===== src/rtl/pipe_stage_reg.sv =====
// rtl/pipe_stage_reg.sv - generic inter-stage pipeline register with stall tap, bubble/flush,
// saturating event counters, registered PC-match trigger and sticky illegal-stall flag.
module pipe_stage_reg #(
    parameter int PC_W           = 32,
    parameter int INST_W         = 32,
    parameter int STALL_W        = 6,
    parameter int STAGE          = 2,
    parameter int CNT_W          = 16,
    parameter int ZERO_ON_BUBBLE = 1
) (
    input  logic               clk,
    input  logic               rst,
    input  logic [PC_W-1:0]    in_pc,
    input  logic [INST_W-1:0]  in_inst,
    input  logic               in_valid,
    input  logic [STALL_W-1:0] stall,
    input  logic               flush,
    output logic [PC_W-1:0]    out_pc,
    output logic [INST_W-1:0]  out_inst,
    output logic               out_valid,
    input  logic               cnt_clr,
    output logic [CNT_W-1:0]   cnt_stall,
    output logic [CNT_W-1:0]   cnt_bubble,
    output logic [CNT_W-1:0]   cnt_flush,
    input  logic               dbg_en,
    input  logic [PC_W-1:0]    dbg_pc,
    input  logic               dbg_clr,
    output logic               dbg_hit,
    output logic               dbg_hit_sticky,
    output logic               err_stall
);

    localparam logic [CNT_W-1:0] CNT_MAX = '1;

    typedef enum logic [1:0] {
        ACT_LOAD,
        ACT_BUBBLE,
        ACT_FLUSH,
        ACT_HOLD
    } act_e;

    logic up;
    logic dn;
    act_e act;
    logic kill;
    logic load;
    logic illegal;
    logic match;

    assign up = stall[STAGE-1];
    assign dn = stall[STAGE];

    always_comb begin
        act = ACT_LOAD;
        if (flush) begin
            act = ACT_FLUSH;
        end else if (up && !dn) begin
            act = ACT_BUBBLE;
        end else if (up && dn) begin
            act = ACT_HOLD;
        end
    end

    assign kill    = (act == ACT_FLUSH) || (act == ACT_BUBBLE);
    assign load    = (act == ACT_LOAD);
    // A non-monotone vector (downstream stalled, upstream moving) still loads but is flagged.
    assign illegal = !up && dn;
    assign match   = load && in_valid && dbg_en && (in_pc == dbg_pc);

    always_ff @(posedge clk) begin
        if (rst) begin
            out_pc    <= '0;
            out_inst  <= '0;
            out_valid <= 1'b0;
        end else if (kill) begin
            out_valid <= 1'b0;
            if (ZERO_ON_BUBBLE != 0) begin
                out_pc   <= '0;
                out_inst <= '0;
            end
        end else if (load) begin
            out_pc    <= in_pc;
            out_inst  <= in_inst;
            out_valid <= in_valid;
        end
    end

    always_ff @(posedge clk) begin
        if (rst || cnt_clr) begin
            cnt_stall  <= '0;
            cnt_bubble <= '0;
            cnt_flush  <= '0;
        end else begin
            if (act == ACT_FLUSH && cnt_flush != CNT_MAX) begin
                cnt_flush <= cnt_flush + CNT_W'(1);
            end
            if (act == ACT_BUBBLE && cnt_bubble != CNT_MAX) begin
                cnt_bubble <= cnt_bubble + CNT_W'(1);
            end
            if (act == ACT_HOLD && cnt_stall != CNT_MAX) begin
                cnt_stall <= cnt_stall + CNT_W'(1);
            end
        end
    end

    always_ff @(posedge clk) begin
        if (rst) begin
            dbg_hit        <= 1'b0;
            dbg_hit_sticky <= 1'b0;
            err_stall      <= 1'b0;
        end else begin
            dbg_hit <= match;
            if (match) begin
                dbg_hit_sticky <= 1'b1;
            end else if (dbg_clr) begin
                dbg_hit_sticky <= 1'b0;
            end
            if (illegal) begin
                err_stall <= 1'b1;
            end
        end
    end

endmodule


===== config.mk =====
export PLATFORM = sky130hd
export DESIGN_NAME = pipe_stage_reg
export DESIGN_NICKNAME = d
export VERILOG_FILES = /design/src/rtl/pipe_stage_reg.sv
export SDC_FILE = /design/constraint.sdc
export NUM_CORES = 1
export LEC_CHECK = 0
export BUFFER_PORTS_ARGS = -buffer_cell sky130_fd_sc_hd__buf_2
export CAP_MARGIN = 40
export CORE_ASPECT_RATIO = 1.75
export CORE_UTILIZATION = 46
export DETAILED_ROUTE_END_ITERATION = 8
export GPL_ROUTABILITY_DRIVEN = 0
export PLACE_DENSITY = 0.79
export SYNTH_ARGS = -nofsm -noshare
export SYNTH_HDL_FRONTEND = slang
export SYNTH_SLANG_ARGS = --single-unit

===== constraint.sdc =====
create_clock -name clk -period 5.2 [get_ports clk]
set_clock_uncertainty 0.1 [all_clocks]
set_input_delay 0.78 -clock clk [delete_from_list [all_inputs] [get_ports clk]]
set_output_delay 0.78 -clock clk [all_outputs]
set_load 0.05 [all_outputs]

# ---- After elaboration in Yosys (flattened, before gate mapping)
# Index checks and enable logic that the tools add are counted.
dict set report word_totals {
  wordCells 40
  output_inout_bits 116
  in_bits 109
  reg_bits 116
}
dict set report classes {
  reduce_logical 16
  mux 5
  n_addsub 3
  n_eq_ne 7
}
# cell count
set ops {}
lappend ops {{adder 16 x 1 -> 16 bit, second input constant} 3}
lappend ops {{!= test 16 bit, second input constant} 3}
lappend ops {{equality test 32 bit} 1}
lappend ops {{logical AND 1 bit} 9}
lappend ops {{2-to-1 mux 2 bit} 3}
lappend ops {{equality test 2 bit, second input constant} 2}
lappend ops {{equality test 2 x 1 -> 1 bit, second input constant} 1}
lappend ops {{logical NOT 1 bit} 2}
lappend ops {{logical NOT 2 bit} 1}
lappend ops {{logical OR 1 bit} 2}
lappend ops {{2-to-1 mux 1 bit} 2}
lappend ops {{nonzero test 2 bit} 1}
lappend ops {{OR reduction 2 bit} 1}

# ---- Depth between registers and ports, before layout
# Gate-level depths: netlist of run 1.
dict set report depth {
  word_depth 9
  mapped_depth 7
}

# ---- Worst setup path after synthesis of run 1
# OpenSTA, ideal clock, no wires.
dict set report synth_path {
  path_type {input -> register}
  from {in flush}
  to {reg cnt_bubble[11]}
  path_buffers 1
  path_slack_ns 2.747
  setup_time_ns 0.128
  path_stages 6
  arrival_time_ns 2.226
  path_cell_list {or3b_1 -> buf_6 -> or4_4 -> nor4b_2 -> xnor2_1 -> nor2_1}
}
dict set report synth_between {
  elab_chain_cells 3
}
# item line
set synth_lines {}
lappend synth_lines {{from (decl)} 17} ;# input logic flush,
lappend synth_lines {{2-to-1 mux 2 bit} 55} ;# if (flush) begin
lappend synth_lines {{equality test 2 x 1 -> 1 bit} 97} ;# if (act == ACT_BUBBLE && cnt_bubble != CNT_MAX) begin
lappend synth_lines {{logical AND 1 bit} 97}
lappend synth_lines {{to (signal assigned)} 98} ;# cnt_bubble <= cnt_bubble + CNT_W'(1);
lappend synth_lines {{to (decl)} 23} ;# output logic [CNT_W-1:0] cnt_bubble,
# No other way between the ends.
# A chain may end at the register's enable or synchronous reset.

# ---- Final worst setup path of run 1
dict set report layout_path {
  from {in flush}
  to {reg cnt_bubble[13]}
}
# The elaborated chain is that of the path after synthesis.

==> results.md, run 1 <==
- Fill cell total of the finished layout: 848
- First-pass GRT wire length: around 22000 µm
- Endpoint class of the critical path: register
- Critical-path cell with the highest stage delay: or4_4
- Most frequently used cell type in the post-synthesis netlist: nand2_1
- Combinational power share: 7.7%
- CTS tree: built
- Total global routing overflow: 0
- Number of global-route vias before repair: approximately 5100
- Vias per inst: 5.33
- Total global-route track usage: between 20% and 30%
- Proportion of total power due to net switching: around 23%
- Detailed placement HPWL: between 10000 and 15000 µm
- Power density over cell area: roughly 340 mW/mm²
- Height of the die: ~140 µm
- Sequential share of the synthesized area: about 47%
- Num CTS Buffers: 17
- Number of design-rule violations left by the first detailed-router iteration: about 200
- Number of warnings reported in the yosys synthesis log: 0
- Die ar.: between 0.01 and 0.015 mm²
- Critical-path cell list: buf_2 > or3b_1 > or4_4 > nor3_1 > xnor2_1 > nor2_1
- H-Tree Level Count: 4
- Net Count, Synth: 718
- CP Launch Type: input port
- Power Total: about 2.3 mW
- Total via count after detailed routing: just over 5000
- Slew of the pin with the lowest slew margin: 868 ps
- Number of flops mapped to enable cells by yosys: 0
- Net switching component of the power: ~530 µW
- Number of synthesized register bits: roughly 120
- Multi-input gate area in the final layout: ~0.0025 mm²
- Post-route core utilization: between 60% and 70%
- Pin count of the biggest net entering global routing: 66
- Synth area leader: dfxtp_1
- Nets: approximately 930
- Crit path largest cell delay: between 500 and 600 ps
- Number of rows created at floorplan: 49
- Maximum fanout along the worst path: 15
- Unrepaired setup endpoints after global routing: false
- Setup slack after layout: roughly 2800 ps
- Status: completed
- Number of distinct library cells after synthesis: 37
- Total negative slack for setup checks: 0 ps
- WP data required: between 5000 and 6000 ps
- Fraction of post-synthesis cell area in the top cell type by area: between 40 and 50%
- Maximum VDD drop: 0.000289 V
- Commonest cells in the synthesized netlist: 148 x nand2_1, 116 x dfxtp_1, 75 x a21oi_1
- Time the worst path needs with I/O delays and setup: around 2400 ps
- Post-CTS Hold Fix Bufs: 0
- Critical path class: in -> reg
- Share of flip-flops with an asynchronous set or reset: 0%
- Highest clock frequency the design can meet: about 400 MHz
- Clock Path Buffers: 2
- Buffer cell driving the clock tree root: clkbuf_16
- Clock-pin slew on the worst setup and hold paths: ~60 ps
- Count of input and output buffers: between 200 and 250
- Part of the power in registers: about 39%
- Predominant post-synthesis flop cell: dfxtp_1
- Remaining number of nets flagged by the antenna check after routing: 0
- Path type of the worst min-delay path: reg -> reg
- Width of the die: a little over 80 µm
- First-pass iteration count of the detailed router: 4
- Top area cells in the synthesized netlist: dfxtp_1 47%, nand2_1 11%, a21oi_1 7.6%
- Average wire length per cell after detail routing: 14.6 µm
- Part of the cycle the worst path needs: a little under half
- Layout cells sized above 1: between 30% and 40%
- Clk sink count: 116
- Max-Slew Margin vs Limit: 42.2%
- Synth-to-Final Area Change: 36.8%
- Number of resized instances in the post-cts repair step: 0
- Hold-critical path depth: 2
- Post-Synthesis Cells: between 600 and 700
- Post-Place Setup Slack: between 2000 and 2500 ps
- Number of cells on the worst reg-to-reg path: 6
- Final hold violation count: 0
- Number of buffers inserted by post-CTS setup repair: 0
- Syn Area/Cell: 8.17 µm²
- Wire length reported by the detailed router: 14100 µm
- Initial standard-cell utilization of the core: 47.8%
- Data arrival time of the worst path: approximately 2600 ps
- Residual DRC count: 0
- Max-slew violation count: 0
- Share of power burned in the clock network: 53.0%
- Final setup violating endpoints: 0
- Ports: roughly 230
- Post-Layout Inst Area: roughly 0.0068 mm²
- Sequential cell area: about 0.0023 mm²
- Number of max-cap violations: 0
- Worst-Skew Late Latency: 400 ps
- Summed instance area of the synthesized netlist: 0.00495 mm²
- Placeable core area: about 0.010 mm²
- Static Leakage: 2.91 nW
- Number of antenna violations at the first check in global routing: 1
- Placed Instance Area: 0.00615 mm²
- Internal power component: 1.77 mW
[metrics by stage]
step                      std cells  hold WS, ps
after floorplan                 606          575
after global placement          927          331
after detailed placement        928          339
after CTS                       960          351
after global routing            961          368
final                           961          349
[state kept, by name (all words and copies together) (netlist names)]
signal,count
dbg_hit_sticky,1
err_stall,1
out_pc,32
out_inst,32
cnt_bubble,16
dbg_hit,1
out_valid,1
cnt_flush,16
cnt_stall,16
[worst max-delay path, delay by kind of cell]
family | cells | cell delay (ps)
and+or+nand+nor | 4 | 1450
xor gates and xnor gates | 1 | 150
buffers and inverters | 1 | 190
[cells in the final DEF (no fill, tap or decap), types with 6 or more instances in the layout]
cell type / Yosys / routed
dfxtp_1: 116 / 116
clkbuf_16: 0 / 17
nor3_1: 7 / 7
o21ai_0: 9 / 8
nand3_1: 20 / 20
nor2_1: 50 / 49
xor2_1: 41 / 41
buf_2: 1 / 220
and4_1: 6 / 6
xnor2_1: 28 / 28
nand2_1: 148 / 148
nor4_1: 17 / 17
nand4_1: 18 / 18
a21oi_1: 75 / 75
or3_1: 7 / 7
[area by class of cell]
class / count / area share, %
well taps: 127 / 2.35
inverters: 2 / 0.111
clock inverters: 13 / 2.68
flip-flops and latches: 116 / 34.3
multi-input cells: 459 / 37.3
diodes: 1 / 0.0369
clock buffers: 19 / 6.54
repair buffers: 224 / 16.7
[worst paths after layout]
check,slack (ps),from,end
max,2770,flush,cnt_bubble[13]
min,350,out_pc[31],out_pc[31]
max reg2reg,2930,cnt_flush[0],cnt_flush[3]
min reg2reg,350,out_pc[31],out_pc[31]
[kinds of logic after synthesis]
kind of cell | share of synthesized area (%)
flops | 46.9
buf+inv | 2.53
compound gates | 9.67
xor+xnor | 12.2
fa+ha+maj | 0.758
simple gates | 28.0
[power groups by stage]
| stage | registers (mW) | logic (mW) | clock network [mW] |
|---|---|---|---|
| 2_1_floorplan | 0.959 | 0.0656 | 0 |
| 3_3_place_gp | 0.924 | 0.173 | 0 |
| 3_5_place_dp | 0.924 | 0.177 | 0 |
| 4_1_cts | 0.905 | 0.178 | 1.24 |
| 5_1_grt | 0.906 | 0.191 | 1.28 |
| 6_report | 0.905 | 0.177 | 1.22 |
[layer usage]
layer  share of wire [%]  global-route usage (%)
met2                  55                    47.3
met4                 3.4                    14.2
met5                   0                       0
met1                  36                    23.0
met3                 6.4                    7.41
No activity file was read; power rests on OpenSTA's default activity.
==> inputs of run 2 (changes only) <==
ABC_AREA = 1   (was unset)
CORE_UTILIZATION = 44   (was 46)
PLACE_DENSITY = 0.77   (was 0.79)
clock period = 2 ns   (was 5.2 ns; I/O delays follow)
==> run 2 against run 1 <==
Compared with the run above: clock-buffer cell count decreased by 2; die area is 15% higher; cell count grew 29%; total power rose to 2.7 times the previous value; critical path depth grew 3; area after synthesis up 11%; wire length rose by 14%; worst hold slack worse by 320 ps; non-clock buffer count is 18 higher.
==> results.md, run 2 <==
- Status: completed
- CTS tree: built
- Part of the cycle the worst path needs: between 80% and 90%
- Predominant post-synthesis flop cell: dfxtp_1
- Final hold violation count: 0 (unchanged)
- Sequential share of the synthesized area: 42.3% (-4.6 points)
- Post-Synth XOR/XNOR Area: 2.39% (-9.8 points)
- Commonest cells in the synthesized netlist: 280 x nand2_1, 116 x dfxtp_1, 110 x nor2_1
- Fraction of the mapped netlist area in adder cells: 0.684% (-0.074 points)
- Number of rows created at floorplan: 53 (+8.2%)
- Largest family of logic cells by synthesized area: simple AND/OR/NAND/NOR gates
- Most frequently used cell type in the post-synthesis netlist: nand2_1
- Number of global-route vias before repair: 5569 (+8.8%)
- Clock Path Buffers: 2 (unchanged)
- Number of cells on the worst reg-to-reg path: 9 (+3)
- Origin of the worst min-delay path: rst
- Registers with the most flip-flops: out_inst: 32 flops, out_pc: 32 flops
- Max-Slew Margin vs Limit: 72.5% (+30 points)
- Post-Synthesis Cells: 831 (+37%)
- Placeable core area: 0.0121 mm² (+16%)
- Unrepaired setup endpoints after global routing: false
- Share of power burned in the clock network: 52.8% (-0.2 points)
- Number of warnings reported in the yosys synthesis log: 0 (unchanged)
- Syn Area/Cell: 6.60 µm² (-19%)
- Pin count of the biggest net entering global routing: 38 (-42%)
- Part of the power in registers: 37.7% (-1.6 points)
- Path type of the worst min-delay path: in -> reg
- Final setup violating endpoints: 0 (unchanged)
- Setup slack, reg-to-reg: 200 ps (-2730 ps)
- Commonest non-fill, non-tap cell in the layout: nand2_1
- Clock-pin slew on the worst setup and hold paths: 60 ps (about the same)
- Data arrival time of the worst path: 2000 ps (-570 ps)
- Height of the die: 150 µm (+7.5%)
- Net switching component of the power: 1.59 mW (+200%)
- Layout cells sized above 1: 27.3% (-4.5 points)
- Vias per inst: 4.85 (-9.0%)
- Synth area leader: dfxtp_1
- Die ar.: 0.0129 mm² (+15%)
- Post-Layout Inst Area: 0.00750 mm² (+11%)
- Total global-route track usage: 24.7% (-0.57 points)
- Number of distinct library cells after synthesis: 25 (-32%)
- Endpoint of the worst register-to-register path: cnt_flush[3]
- Number of max-cap violations: 0 (unchanged)
- Initial standard-cell utilization of the core: 45.5% (-2.3 points)
- Static Leakage: 3.51 nW (+20%)
- Total global routing overflow: 0 (unchanged)
- Residual DRC count: 0 (unchanged)
- Multi-input gate area in the final layout: 0.00269 mm² (+6.3%)
- Time the worst path needs with I/O delays and setup: about 1800 ps
- Share of flip-flops with an asynchronous set or reset: 0% (unchanged)
- Sequential cell area: 0.00233 mm² (+0.32%)
- Total via count after detailed routing: 6001 (+17%)
- N_diodes: 0 (-1)
- Endpoint class of the critical path: register
- Number of antenna violations at the first check in global routing: 0 (-1)
- Width of the die: 86.4 µm (+7.4%)
- Synth Area in Compound Gates: 13.0% (+3.3 points)
- Most frequent cells in the layout: 280 x nand2_1, 220 x buf_2, 110 x dfxtp_1
- Simple-gate share of the synthesized area: 32.6% (+4.6 points)
- First-pass iteration count of the detailed router: 4 (unchanged)
- Wire length reported by the detailed router: 16000 µm (+14%)
- Power Total: 6.26 mW (+170%)
- Summed instance area of the synthesized netlist: 0.00549 mm² (+11%)
- Average wire length per cell after detail routing: 12.9 µm (-12%)
- Beginning of the worst register-to-register path: cnt_flush[0]
- Maximum VDD drop: 0.000628 V (+120%)
- Nets: 1172 (+26%)
- Clk sink count: 116 (unchanged)
- Detailed placement HPWL: 12200 µm (+18%)
- CP Launch Type: register
- Total negative slack for setup checks: 0 ps (unchanged)
- Number of flops mapped to enable cells by yosys: 0 (unchanged)
- Top area cells in the synthesized netlist: dfxtp_1 42%, nand2_1 19%, nor2_1 7.5%
- Share of synthesized area spent on multiplexers: 0% (unchanged)
- Combinational power share: 9.4% (+1.7 points)
- Hold-critical path depth: 2 (unchanged)
- Fraction of post-synthesis cell area in the top cell type by area: 42.3% (-4.6 points)
- WP data required: 2200 ps (-3140 ps)
- Critical path class: reg -> reg
- Max-slew violation count: 0 (unchanged)
- First-pass GRT wire length: 24900 µm (+12%)
- Net Count, Synth: 943 (+31%)
- Slew of the pin with the lowest slew margin: 409 ps (-458 ps)
- Ports: 225 (unchanged)
- Buffer cell driving the clock tree root: clkbuf_16
- Num CTS Buffers: 17 (unchanged)
- Synth-to-Final Area Change: 36.7% (about the same)
- H-Tree Level Count: 4 (unchanged)
- Worst Hold End: err_stall
- Fill cell total of the finished layout: 1155 (+36%)
- # placed instances: 1206 (+30%)
- Worst-Skew Late Latency: 410 ps (about the same)
- Maximum fanout along the worst path: 11 (-4)
- Internal power component: 4.67 mW (+160%)
- Highest clock frequency the design can meet: 556 MHz
- Count of input and output buffers: 220 (unchanged)
- Number of synthesized register bits: 116 (unchanged)
- Number of design-rule violations left by the first detailed-router iteration: 161 (-20%)
- Count of placed standard cells in the final layout, fillers left out: 1238 (+29%)
- Remaining number of nets flagged by the antenna check after routing: 0 (unchanged)
- Proportion of total power due to net switching: 25.4% (+2.4 points)
- Power density over cell area: 834 mW/mm² (+150%)
- Placed Instance Area: 0.00685 mm² (+11%)
run 2: cell count changes in the layout (fill, tap and decap cells not counted), moves of 7 or more:
cell,change
xor2_1,-35
nor2_1,+59
nand2_1,+132
or3_1,-7
inv_1,+84
nand4_1,-9
buf_4,+16
nand3_1,+12
o21ai_0,+10
xnor2_1,-19
nor4_1,-17
a211oi_1,+23
run 2: cell type report:
cell class / instances / area share [%]
Multi-Input combinational cell: 594 / 35.8
Clock inverter: 15 / 2.90
Timing Repair Buffer: 242 / 17.4
Tap cell: 165 / 2.75
Clock buffer: 17 / 5.67
Inverter: 89 / 4.45
Sequential cell: 116 / 31.1
run 2: logic make-up after synthesis:
kind of cell / after synthesis
AO/OA/AOI/OAI: 126
XOR/XNOR: 15
adder cells (fa/ha/maj): 3
buffers and inverters: 121
flip-flops: 116
AND/OR/NAND/NOR: 450
run 2: layer usage:
metal / track usage [%] / up-vias / part of all wire (%)
met2: 46.2 / 200 / 53
met3: 6.73 / 45 / 6.2
li1: - / 3077 / -
met5: 0 / - / 0
met1: 24.3 / 2679 / 37
met4: 12.5 / 0 / 3.7
run 2: how the worst max path moves through the flow:
stage | startpoint | cells past startpoint | endpoint | slack, ps
after floorplan | cnt_bubble[5] | 8 | cnt_bubble[1] | 90
after global placement | cnt_stall[0] | 10 | cnt_stall[1] | 90
after detailed placement | cnt_stall[0] | 10 | cnt_stall[1] | 30
after CTS | cnt_stall[0] | 10 | cnt_stall[1] | 20
after global routing | cnt_stall[0] | 10 | cnt_stall[14] | 20
final | cnt_flush[0] | 9 | cnt_flush[3] | 200
run 2: power by group through the flow:
stage | sequential [mW] | clock, mW | combinational, mW
4_1_cts | 2.36 | 3.36 | 0.591
2_1_floorplan | 2.53 | 0 | 0.240
5_1_grt | 2.37 | 3.47 | 0.644
3_3_place_gp | 2.41 | 0 | 0.583
3_5_place_dp | 2.41 | 0 | 0.589
6_report | 2.36 | 3.31 | 0.590
run 2: critical path, stage by stage, from the launching register on:
cell     delay, ps
dfxtp_2        390
ha_1           210
nand2_1         70
nor2_2         150
nand2_1        170
o21ai_1        200
buf_4          210
o21ai_0         90
nand2_1         60
nor2_1          40
run 2: what timing repair did:
action	in CTS	in global routing
setup buffers	0	0
endpoints found under the hold margin	0	0
hold buffers	0	0
gates resized for setup	0	2
setup endpoints to repair	0	13
run 2: per-stage QoR:
stage	worst slack, ps	utilization [%]	hold slack [ps]
final	201	62.2	29.7
after global routing	15.4	62.2	21.4
after global placement	88.9	56.8	349
after floorplan	91.1	-	272
after CTS	18.3	62.1	21.1
after detailed placement	28.4	56.8	354
==> inputs of run 3 (changes only) <==
CORE_UTILIZATION = 45   (was 44)
CTS_BUF_LIST = sky130_fd_sc_hd__clkbuf_2 sky130_fd_sc_hd__clkbuf_4 sky130_fd_sc_hd__clkbuf_8   (was unset)
MAX_ROUTING_LAYER = met4   (was unset)
PLACE_DENSITY = 0.78   (was 0.77)
==> run 3 against run 2 <==
Compared with the run above: setup slack better by 20 ps; global-route usage rose by 1.4 points; combinational power increased by 5.6%; non-clock buffer count up 17; register-to-register slack gained 20 ps; highest routed layer unchanged.
==> results.md, run 3 (same netlist as run 2, synthesis figures left out) <==
- Clock Path Buffers: 2 (unchanged)
- Layout cells sized above 1: 26.4% (-0.88 points)
- Number of buffers inserted by post-CTS setup repair: 0 (unchanged)
- Part of the cycle the worst path needs: 88.9% (-1.0 points)
- Buffer cell driving the clock tree root: clkbuf_8
- Global-route layer with the greatest usage: met2
- Total global-route track usage: 26.1% (+1.4 points)
- First-pass GRT wire length: 25400 µm (+1.9%)
- Number of rows created at floorplan: 53 (unchanged)
- Critical path class: reg -> reg
- Final setup violating endpoints: 0 (unchanged)
- Residual DRC count: 0 (unchanged)
- Vias per inst: 4.94 (+1.9%)
- Wire length reported by the detailed router: 16000 µm (about the same)
- Power density over cell area: 687 mW/mm² (-18%)
- Number of max-cap violations: 0 (unchanged)
- Multi-input gate area in the final layout: 0.00268 mm² (about the same)
- CP Launch Type: register
- Total via count after detailed routing: 6068 (+1.1%)
- Highest clock frequency the design can meet: 562 MHz (+1.1%)
- Maximum fanout along the worst path: 20 (+9)
- Post-Place Setup Slack: 179 ps (+150 ps)
- Path type of the worst min-delay path: in -> reg
- Final hold violation count: 0 (unchanged)
- Setup slack after layout: 221 ps (+19.9 ps)
- Setup slack, reg-to-reg: 220 ps (+20 ps)
- Total global routing overflow: 0 (unchanged)
- Unrepaired setup endpoints after global routing: false
- Commonest non-fill, non-tap cell in the layout: nand2_1
- Pin count of the biggest net entering global routing: 42 (+11%)
- GR met1 Demand/Resource: 24.9% (+0.63 points)
- Initial standard-cell utilization of the core: 46.0% (+0.51 points)
- Clk sink count: 116 (unchanged)
- Height of the die: 148 µm (-1.1%)
- Number of global-route vias before repair: 5627 (+1.0%)
- Max-Slew Margin vs Limit: 74.0% (+1.5 points)
- Count of input and output buffers: 220 (unchanged)
- Total negative slack for setup checks: 0 ps (unchanged)
- Die ar.: 0.0127 mm² (-2.2%)
- WP data required: 2240 ps (+40 ps)
- Data arrival time of the worst path: 2020 ps (+20 ps)
- Number of antenna violations at the first check in global routing: 1 (+1)
- Ports: 225 (unchanged)
- CTS tree: built
- Clock-pin slew on the worst setup and hold paths: 70 ps (about the same)
- Remaining number of nets flagged by the antenna check after routing: 0 (unchanged)
- Static Leakage: 3.45 nW (-1.6%)
- Slew of the pin with the lowest slew margin: 386 ps (-22.9 ps)
- Worst-Skew Late Latency: 420 ps (about the same)
- Smallest hold slack: 26.1 ps (-3.61 ps)
- Synth-to-Final Area Change: 34.8%
- Placeable core area: 0.0119 mm² (-1.1%)
- Number of design-rule violations left by the first detailed-router iteration: 198 (+23%)
- Registers with the most flip-flops: out_inst: 32 flops, out_pc: 32 flops
- Detailed placement HPWL: 11800 µm (-3.5%)
- Num CTS Buffers: 17 (unchanged)
- Time the worst path needs with I/O delays and setup: 1780 ps (-19.9 ps)
- H-Tree Level Count: 4 (unchanged)
- First-pass iteration count of the detailed router: 6 (+2)
- Status: completed
- Most frequent cells in the layout: 279 x nand2_1, 220 x buf_2, 110 x dfxtp_1
- Fill cell total of the finished layout: 1098 (-4.9%)
- Endpoint class of the critical path: register
- Max-slew violation count: 0 (unchanged)
- Sequential cell area: 0.00233 mm² (unchanged)
- Maximum VDD drop: 0.000441 V (-30%)
- Global-route track usage on met3: 6.94% (+0.21 points)
- Average wire length per cell after detail routing: 13.0 µm (+0.86%)
- Met2 track demand over resource in global routing: 48.3% (+2.1 points)
- Width of the die: 85.5 µm (-1.1%)
- Nets: 1189 (+1.5%)
run 3: where the power goes:
| group | leakage [nW] | total (mW) | switching (mW) | internal, mW |
|---|---|---|---|---|
| Sequential | 0.940 | 2.36 | 0.0183 | 2.34 |
| Combinational | 2.32 | 0.623 | 0.396 | 0.228 |
| Clock | 0.189 | 2.09 | 1.03 | 1.06 |
| Total | 3.45 | 5.08 | 1.44 | 3.63 |
run 3: area by class of cell:
type,instances,share of cell area (%)
multi-input combinational,594,36.3
sequential,116,31.5
timing repair buffer,259,20.1
inverter,89,4.52
clock buffer,19,3.54
tap,137,2.32
clock inverter,13,1.68
antenna,1,0.0338
run 3: final timing paths:
check / from / endpoint / cells past startpoint
setup / recovery: cnt_flush[0] / cnt_flush[2] / 10
hold / removal: in_inst[9] / out_inst[9] / 3
setup reg to reg: cnt_flush[0] / cnt_flush[2] / 10
hold reg to reg: out_pc[26] / out_pc[26] / 2
run 3: timing repair:
item                                    4_1_cts  5_1_grt
hold endpoints to repair                     20        3
gates resized for setup                       0        2
endpoints found under the setup margin        0        4
hold buffers                                 20        3
run 3: metal layers:
metal  share of wire (%)  vias to the layer above
met5                   0                        -
li1                    -                     3113
met2                  54                      216
met1                  37                     2702
met3                 5.8                       37
met4                 3.0                        0
run 3: stage by stage:
step           cells  util (%)  instance area (µm²)  power, mW
6_report        1228      61.9                 7390       5.08
5_1_grt         1228      61.9                 7390       5.31
4_1_cts         1224      61.6                 7360       5.12
3_5_place_dp    1172      56.7                 6770       3.00
3_3_place_gp    1172      56.7                 6770       2.99
2_1_floorplan    831         -                 5490       2.77
run 3: worst max-delay path: stages, from the launching register on:
cell and delay, ps:
dfxtp_2 390, ha_1 210, nand2_1 80, nor2_2 160, nand2_2 130, nor2_1 120
nor2_1 40, buf_4 200, nand3_1 90, nand2_1 50, a21oi_1 130
